## src/rtl/rf_wb_scheduler.sv

```systemverilog
// Writeback scheduler for a 4x16 register file: round-robin arbitration of two
// writeback requesters onto the single write port, plus a pending-write scoreboard.
module rf_wb_scheduler #(
    parameter int unsigned DATA_W = 16,
    parameter int unsigned IDX_W  = 2,
    parameter int unsigned CNT_W  = 2
) (
    input  logic                  clk,
    input  logic                  rst,
    input  logic                  a_valid,
    input  logic [IDX_W-1:0]      a_index,
    input  logic [DATA_W-1:0]     a_data,
    output logic                  a_ready,
    input  logic                  b_valid,
    input  logic [IDX_W-1:0]      b_index,
    input  logic [DATA_W-1:0]     b_data,
    output logic                  b_ready,
    input  logic                  rsv_valid,
    input  logic [IDX_W-1:0]      rsv_index,
    output logic                  rsv_ready,
    input  logic                  rd_en1,
    input  logic                  rd_en2,
    input  logic [IDX_W-1:0]      rd_index1,
    input  logic [IDX_W-1:0]      rd_index2,
    output logic                  rd_stall,
    output logic                  wr_enable,
    output logic [IDX_W-1:0]      wr_index,
    output logic [DATA_W-1:0]     wr_data,
    output logic [2**IDX_W-1:0]   pending,
    output logic                  last_grant,
    output logic                  wb_orphan
);

    localparam int unsigned NREG = 2**IDX_W;
    localparam logic [CNT_W-1:0] CNT_MAX = '1;

    typedef struct packed {
        logic [IDX_W-1:0]  idx;
        logic [DATA_W-1:0] data;
    } wb_req_t;

    logic [CNT_W-1:0] cnt_q [NREG];
    logic [CNT_W-1:0] cnt_d [NREG];
    logic             grant_a;
    logic             grant_b;
    logic             wb_fire;
    logic             rsv_fire;
    logic             orphan_hit;
    wb_req_t          wb_sel;
    logic [NREG-1:0]  rsv_hit;
    logic [NREG-1:0]  wb_hit;

    // Round-robin: on contention the requester that did not win last time is granted
    always_comb begin
        grant_a     = a_valid & (~b_valid | last_grant);
        grant_b     = b_valid & (~a_valid | ~last_grant);
        wb_fire     = grant_a | grant_b;
        wb_sel.idx  = grant_b ? b_index : a_index;
        wb_sel.data = grant_b ? b_data  : a_data;
    end

    assign a_ready    = grant_a;
    assign b_ready    = grant_b;
    assign rsv_ready  = (cnt_q[rsv_index] != CNT_MAX);
    assign rsv_fire   = rsv_valid & rsv_ready;
    assign orphan_hit = wb_fire & (cnt_q[wb_sel.idx] == '0);

    // Per-register count update; a reservation and a write to the same register cancel
    always_comb begin
        rsv_hit = '0;
        wb_hit  = '0;
        for (int i = 0; i < NREG; i++) begin
            rsv_hit[i] = rsv_fire & (rsv_index == IDX_W'(i));
            wb_hit[i]  = wb_fire & (wb_sel.idx == IDX_W'(i));
            cnt_d[i]   = cnt_q[i];
            if (rsv_hit[i] && !wb_hit[i]) begin
                cnt_d[i] = cnt_q[i] + CNT_W'(1);
            end else if (wb_hit[i] && !rsv_hit[i] && (cnt_q[i] != '0)) begin
                cnt_d[i] = cnt_q[i] - CNT_W'(1);
            end
        end
    end

    always_comb begin
        pending = '0;
        for (int i = 0; i < NREG; i++) begin
            pending[i] = (cnt_q[i] != '0);
        end
    end

    // Stall uses current counts only; a write accepted now releases it next cycle
    assign rd_stall = (rd_en1 & pending[rd_index1]) | (rd_en2 & pending[rd_index2]);

    always_ff @(posedge clk or negedge rst) begin
        if (!rst) begin
            wr_enable  <= 1'b0;
            wr_index   <= '0;
            wr_data    <= '0;
            last_grant <= 1'b1;
            wb_orphan  <= 1'b0;
            for (int i = 0; i < NREG; i++) begin
                cnt_q[i] <= '0;
            end
        end else begin
            wr_enable <= wb_fire;
            if (wb_fire) begin
                wr_index   <= wb_sel.idx;
                wr_data    <= wb_sel.data;
                last_grant <= grant_b;
            end
            if (orphan_hit) begin
                wb_orphan <= 1'b1;
            end
            for (int i = 0; i < NREG; i++) begin
                cnt_q[i] <= cnt_d[i];
            end
        end
    end

endmodule
```

## config.mk

```make
export PLATFORM = sky130hd
export DESIGN_NAME = rf_wb_scheduler
export DESIGN_NICKNAME = d
export VERILOG_FILES = /design/src/rtl/rf_wb_scheduler.sv
export SDC_FILE = /design/constraint.sdc
export NUM_CORES = 1
export LEC_CHECK = 0
export ABC_AREA = 1
export ABC_CLOCK_PERIOD_IN_PS = 3000
export BUFFER_PORTS_ARGS = -buffer_cell sky130_fd_sc_hd__buf_4
export CORE_MARGIN = 5
export CORE_UTILIZATION = 51
export DETAILED_ROUTE_END_ITERATION = 6
export PLACE_DENSITY_LB_ADDON = 0.08
export SETUP_SLACK_MARGIN = 0.2
export SYNTH_ARGS = -nofsm -noshare
export SYNTH_HDL_FRONTEND = slang
export SYNTH_SLANG_ARGS = --single-unit
export TNS_END_PERCENT = 5
```

## constraint.sdc

```tcl
create_clock -name clk -period 3 [get_ports clk]
set_input_delay 0.6 -clock clk [delete_from_list [all_inputs] [get_ports clk]]
set_output_delay 0.6 -clock clk [all_outputs]
set_load 0.01 [all_outputs]
```

; Yosys cells after proc, flatten, opt, wreduce, memory -nomap -nowiden
; Cells that the tools add are included.
[totals]
reg_bits = 29
input_bits = 49
out_inout_bits = 29
[classes]
n_addsub = 8
n_lt_le_gt_ge = 4
n_eq_ne = 7
n_mux = 20
bitwise_logic = 23
n_reduce_logical = 31
[op_table]
columns = operator, count
row1 = 2-bit 2-to-1 mux, 13
row2 = 16-bit 2-to-1 mux, 1
row3 = 2-bit nonzero test, 8
row4 = 1-bit AND, 14
row5 = 1-bit logical AND, 12
row6 = 2-bit by 1-bit adder with 2-bit output (second input constant), 4
row7 = 2-bit binary-select mux with 2-bit select, 2
row8 = 2-bit == test (second input constant), 4
row9 = 1-bit logical NOT, 8
row10 = 2-bit by 1-bit subtractor with 2-bit output (second input constant), 4
row11 = 3-bit greater-or-equal comparator (second input constant), 2
row12 = 2-bit logical NOT, 3
row13 = 2-bit by 3-bit less-than comparator with 1-bit output (second input constant), 2
row14 = 2-bit inverter with 3-bit output, 2
row15 = 1-bit binary-select mux with 2-bit select, 2
row16 = 2-bit by 1-bit == test with 1-bit output (second input constant), 2
row17 = 1-bit OR, 4
row18 = 1-bit inverter, 3
row19 = 1-bit 2-to-1 mux, 2
row20 = 2-bit != test (second input constant), 1

; Logic depth before layout (Yosys ltp)
[depth]
word_depth = 12
ltp_mapped = 12
ltp_nobuf = 11

; Worst setup path after synthesis
; No wires, ideal clock.
[synth_path]
kind = flip-flop to output port
startpoint = register cnt_q[2] in the netlist's numbering
endpoint = output port rd_stall
arrival_ps = 1198
required_time_ps = 2400
path_slack_ps = 1202
path_stages_with_launch = 7
path_buffers = 1
cell_sequence = dfrtp_1 or2_2 buf_2 nor2_1 nor2_1 o21ai_1 o21ai_0
[synth_via]
elab_chain_len = 5
elab_cells_between_ends = 8
classes_between = 4 x mux / 3 x bitwise / 1 x reduce/logical
[synth_rtl]
columns = element, line
row1 = from (decl), 42  ; logic [CNT_W-1:0] cnt_q [NREG];
row2 = "from (signal, indexed assignment)", 115  ; cnt_q[i] <= cnt_d[i];
row3 = 2-bit nonzero test (*), 87  ; pending[i] = (cnt_q[i] != '0);
row4 = via pending[2], 29  ; output logic [2**IDX_W-1:0] pending,
row5 = 1-bit binary-select mux with 2-bit select, 92  ; assign rd_stall = (rd_en1 & pending[rd_index1]) | (rd_en2 & pending[rd_index2]);
row6 = 1-bit 2-to-1 mux (implied by the code), 92
row7 = 1-bit AND, 92
row8 = 1-bit OR (*), 92
row9 = to (decl), 25  ; output logic rd_stall,
; Mark *: on every way through the listed nets, which the timed path passes. The rest lies on a longest branch. The select of a mux whose other input is x is not followed.

; Worst setup path in the final report
[layout_path]
startpoint = register cnt_q[2] in the netlist's numbering
endpoint = output port rd_stall
[layout_via]
elab_chain_len = 5
elab_cells_between_ends = 8
classes_between = 4 x mux / 3 x bitwise / 1 x reduce/logical
[layout_rtl]
columns = element, line
row1 = 2-bit nonzero test (*), 87
row2 = 1-bit binary-select mux with 2-bit select, 92
row3 = 1-bit 2-to-1 mux (implied by the code), 92
row4 = 1-bit AND, 92
row5 = 1-bit OR (*), 92
; Every way passes the cells marked *; elsewhere a longest branch is shown, timed or not. The select of a mux whose other input is x is not followed.

==> flow_summary.json <==
{
  "cts_buffer_depth": 2,
  "cp.depth": 6,
  "endpoint_kind": "output port",
  "critPathLaunch": "cnt_q[2]",
  "routed.top_layer": "met4",
  "grt_pass1_vias": 1748,
  "grt_pass1_wl_um": 7645,
  "slowest_delay_ns": 0.42,
  "die_area_mm2": 0.004733,
  "nFillCells": 300,
  "crit_fanout": 5,
  "hpwl_um": 3573,
  "p_int_mw": 0.9639,
  "pwr-share-seq": 0.370,
  "cts_sinks": 29,
  "syn_area_per_cell_um2": 7.439,
  "worst_slack_ns": 0.7448,
  "num-nets-final": 360,
  "layout_commonest_cell": "buf_4",
  "relSlewSlack": 0.7527,
  "switching_share": 0.3685,
  "io_buffers": 77,
  "synth_cell_type_count": 28,
  "power_switching_mw": 0.5624,
  "drive_gt1_frac": 0.3526,
  "htree_levels": 2,
  "path_cells": "or2_2 -> nor2_1 -> nor2_1 -> o21ai_1 -> o21ai_0 -> buf_4",
  "mostFrequentLayoutCells": "buf_4 (77), nand2_1 (61), dfrtp_1 (28)",
  "cpLargestDelayFamily": "simple AND/OR/NAND/NOR gates",
  "cpMostUsedCell": "nor2_1",
  "cp.required_ns": 2.40,
  "fp.dieW_um": 68.80,
  "core_area_mm2": 0.003337,
  "clk_pin_slew_ns": 0.10,
  "root_buffer": "clkbuf_4",
  "dp_slack_ns": 0.9703,
  "max_slew.worst_pin.slew_ns": 0.3709,
  "cp_data_arrival_time_ns": 1.66,
  "cts_tree": "done",
  "ios": 78,
  "drc": 0,
  "num_antenna_cells": 0,
  "fin_tns_setup_ns": 0,
  "status": "complete, no violations",
  "startpoint_type": "register",
  "seq_area_frac_synth": 0.4123,
  "drt_iter0_markers": 115,
  "ant_nets": 0,
  "final_max_slew_viol_count": 0,
  "syn-num-nets": 286,
  "powerDensity_mw_per_mm2": 631.4,
  "gp_congestion": 0.8548,
  "syn_inst": 237,
  "synth.cell_area_mm2": 0.001763,
  "grtUsageTotal": 0.2187,
  "fin_skew_ns": 0.01068,
  "yosys_warnings": 0,
  "cts_setup_buffers": 0,
  "hold_path.class": "input port to asynchronous set/reset pin",
  "drv_cap": 0,
  "initial_core_util": 0.5283,
  "min_period_ns": 2.255,
  "num_vias": 1803,
  "stdcell_area_mm2": 0.002417,
  "met3_length_um": 355,
  "area_growth_pct": 37.12,
  "cts_hold_buf": 0,
  "slowest_stage": "dfrtp_1",
  "avgViaCountPerCell": 5.036,
  "first_pass_iters": 4,
  "clk_latency_ns": 0.34,
  "die_h_um": 68.80,
  "crit_end": "rd_stall",
  "ctsResizeCount": 0,
  "wl_per_cell_um": 12.87,
  "power.leakage_nw": 1.227,
  "hold_viol": 0,
  "r2r_start": "last_grant",
  "worst-path-buf-inv": 1,
  "place_area_mm2": 0.002332,
  "clkPwrFrac": 0.219,
  "rr_worst_depth": 11,
  "share_comb_of_total_power": 0.411,
  "cts_made_buffers": 5,
  "antenna_found_initial": 0,
  "r2r_slack_ns": 1.28,
  "setup_viol": 0,
  "fmax_mhz": 443.4,
  "period_share": 0.7517,
  "routed_wl_um": 4607,
  "ys_ff_latch": 29,
  "routed-wl-met2_um": 2211,
  "timing.rr.end": "cnt_q[2]",
  "overflow": 0,
  "crit_type": "register to output port",
  "rsz0062_at_grt": "no",
  "ir_drop_uv": 471.2,
  "core.rowCount": 21,
  "grt_max_degree": 30,
  "wl_met1_um": 1954
}
per-layer routing:
layer,global-route usage,vias to the layer above
met4,0.09489,0
met3,0.06159,10
met2,0.3504,53
met5,0,-
met1,0.2748,819
li1,-,921
worst reg2reg max path, stage by stage (launching register included):
cell and delay [ns]:
dfstp_2 0.56, nand2_2 0.09, nand2_4 0.17, inv_2 0.18, nand2_2 0.12, nand2_4 0.07
nand3_2 0.07, clkinv_1 0.10, nand3_2 0.09, nand2_1 0.05, nand2_1 0.07, nand2_1 0.05
Yosys cell counts:
cell      instances  share of area
nand3_1          14          0.040
nand3b_1          1         0.0043
inv_1            13          0.028
o21ai_4           1         0.0092
nand2_2           7          0.025
o21ai_0          21          0.060
or2_2             1         0.0036
nor2_1           25          0.053
dfstp_2           1          0.015
o21a_1            2         0.0085
a31oi_1           1         0.0036
nand4_1           4          0.014
o21ai_1          12          0.034
clkinv_1          5          0.011
buf_8             1         0.0085
nand2_4           4          0.026
nand3_2           9          0.051
o211ai_1          1         0.0043
or2_1             2         0.0071
buf_2             5          0.014
nor3_1            1         0.0028
nand2_1          61           0.13
buf_4             3          0.013
inv_4             1         0.0036
clkbuf_1          1         0.0021
a21oi_1          10          0.028
inv_2             2         0.0043
dfrtp_1          28           0.40
logic make-up (layout without fill, tap and decap cells):
group	after synthesis	in the layout	share of synthesized area
simple gates	129	129	0.3563
compound gates	48	48	0.1476
flops	29	29	0.4124
buf+inv	31	106	0.08375
worst min-delay path by stage:
| stage | startpoint | slack (ns) | to |
|---|---|---|---|
| final | rst | 0.17 | wr_data[14] |
| after global routing | rst | 0.18 | wr_data[9] |
| after CTS | rst | 0.17 | wr_data[14] |
| after detailed placement | wb_orphan | 0.45 | wb_orphan |
| after global placement | wb_orphan | 0.45 | wb_orphan |
| after floorplan | rst | 0.30 | cnt_q[0] |
registers in the layout, summed over array words and instances (netlist names):
signal	cells
last_grant	1
wr_data	16
wb_orphan	1
wr_index	2
cnt_q	8
wr_enable	1
power by group through the flow:
stage,logic [mW],clock network [mW],registers (mW)
final,0.627,0.335,0.565
after global routing,0.706,0.362,0.581
after CTS,0.633,0.344,0.563
after detailed placement,0.630,0,0.570
after global placement,0.613,0,0.566
after floorplan,0.367,0,0.575
final cells by class:
| type | count | area [um^2] | share of cell area |
|---|---|---|---|
| multi-input combinational | 177 | 888.4 | 0.3675 |
| sequential | 29 | 726.9 | 0.3007 |
| timing repair buffer | 77 | 578.1 | 0.2391 |
| inverter | 21 | 81.33 | 0.03364 |
| tap | 46 | 57.56 | 0.02381 |
| clock buffer | 7 | 55.05 | 0.02277 |
| clock inverter | 1 | 30.03 | 0.01242 |
per-stage QoR:
stage	util	power (mW)	cells	hold WS, ns
floorplan	-	0.9426	237	0.3044
global placement	0.6989	1.179	350	0.4515
detailed placement	0.6989	1.201	350	0.4540
CTS	0.7244	1.539	358	0.1656
global route	0.7244	1.649	358	0.1812
finish	0.7244	1.526	358	0.1688
(Power assumes the default switching activity.)
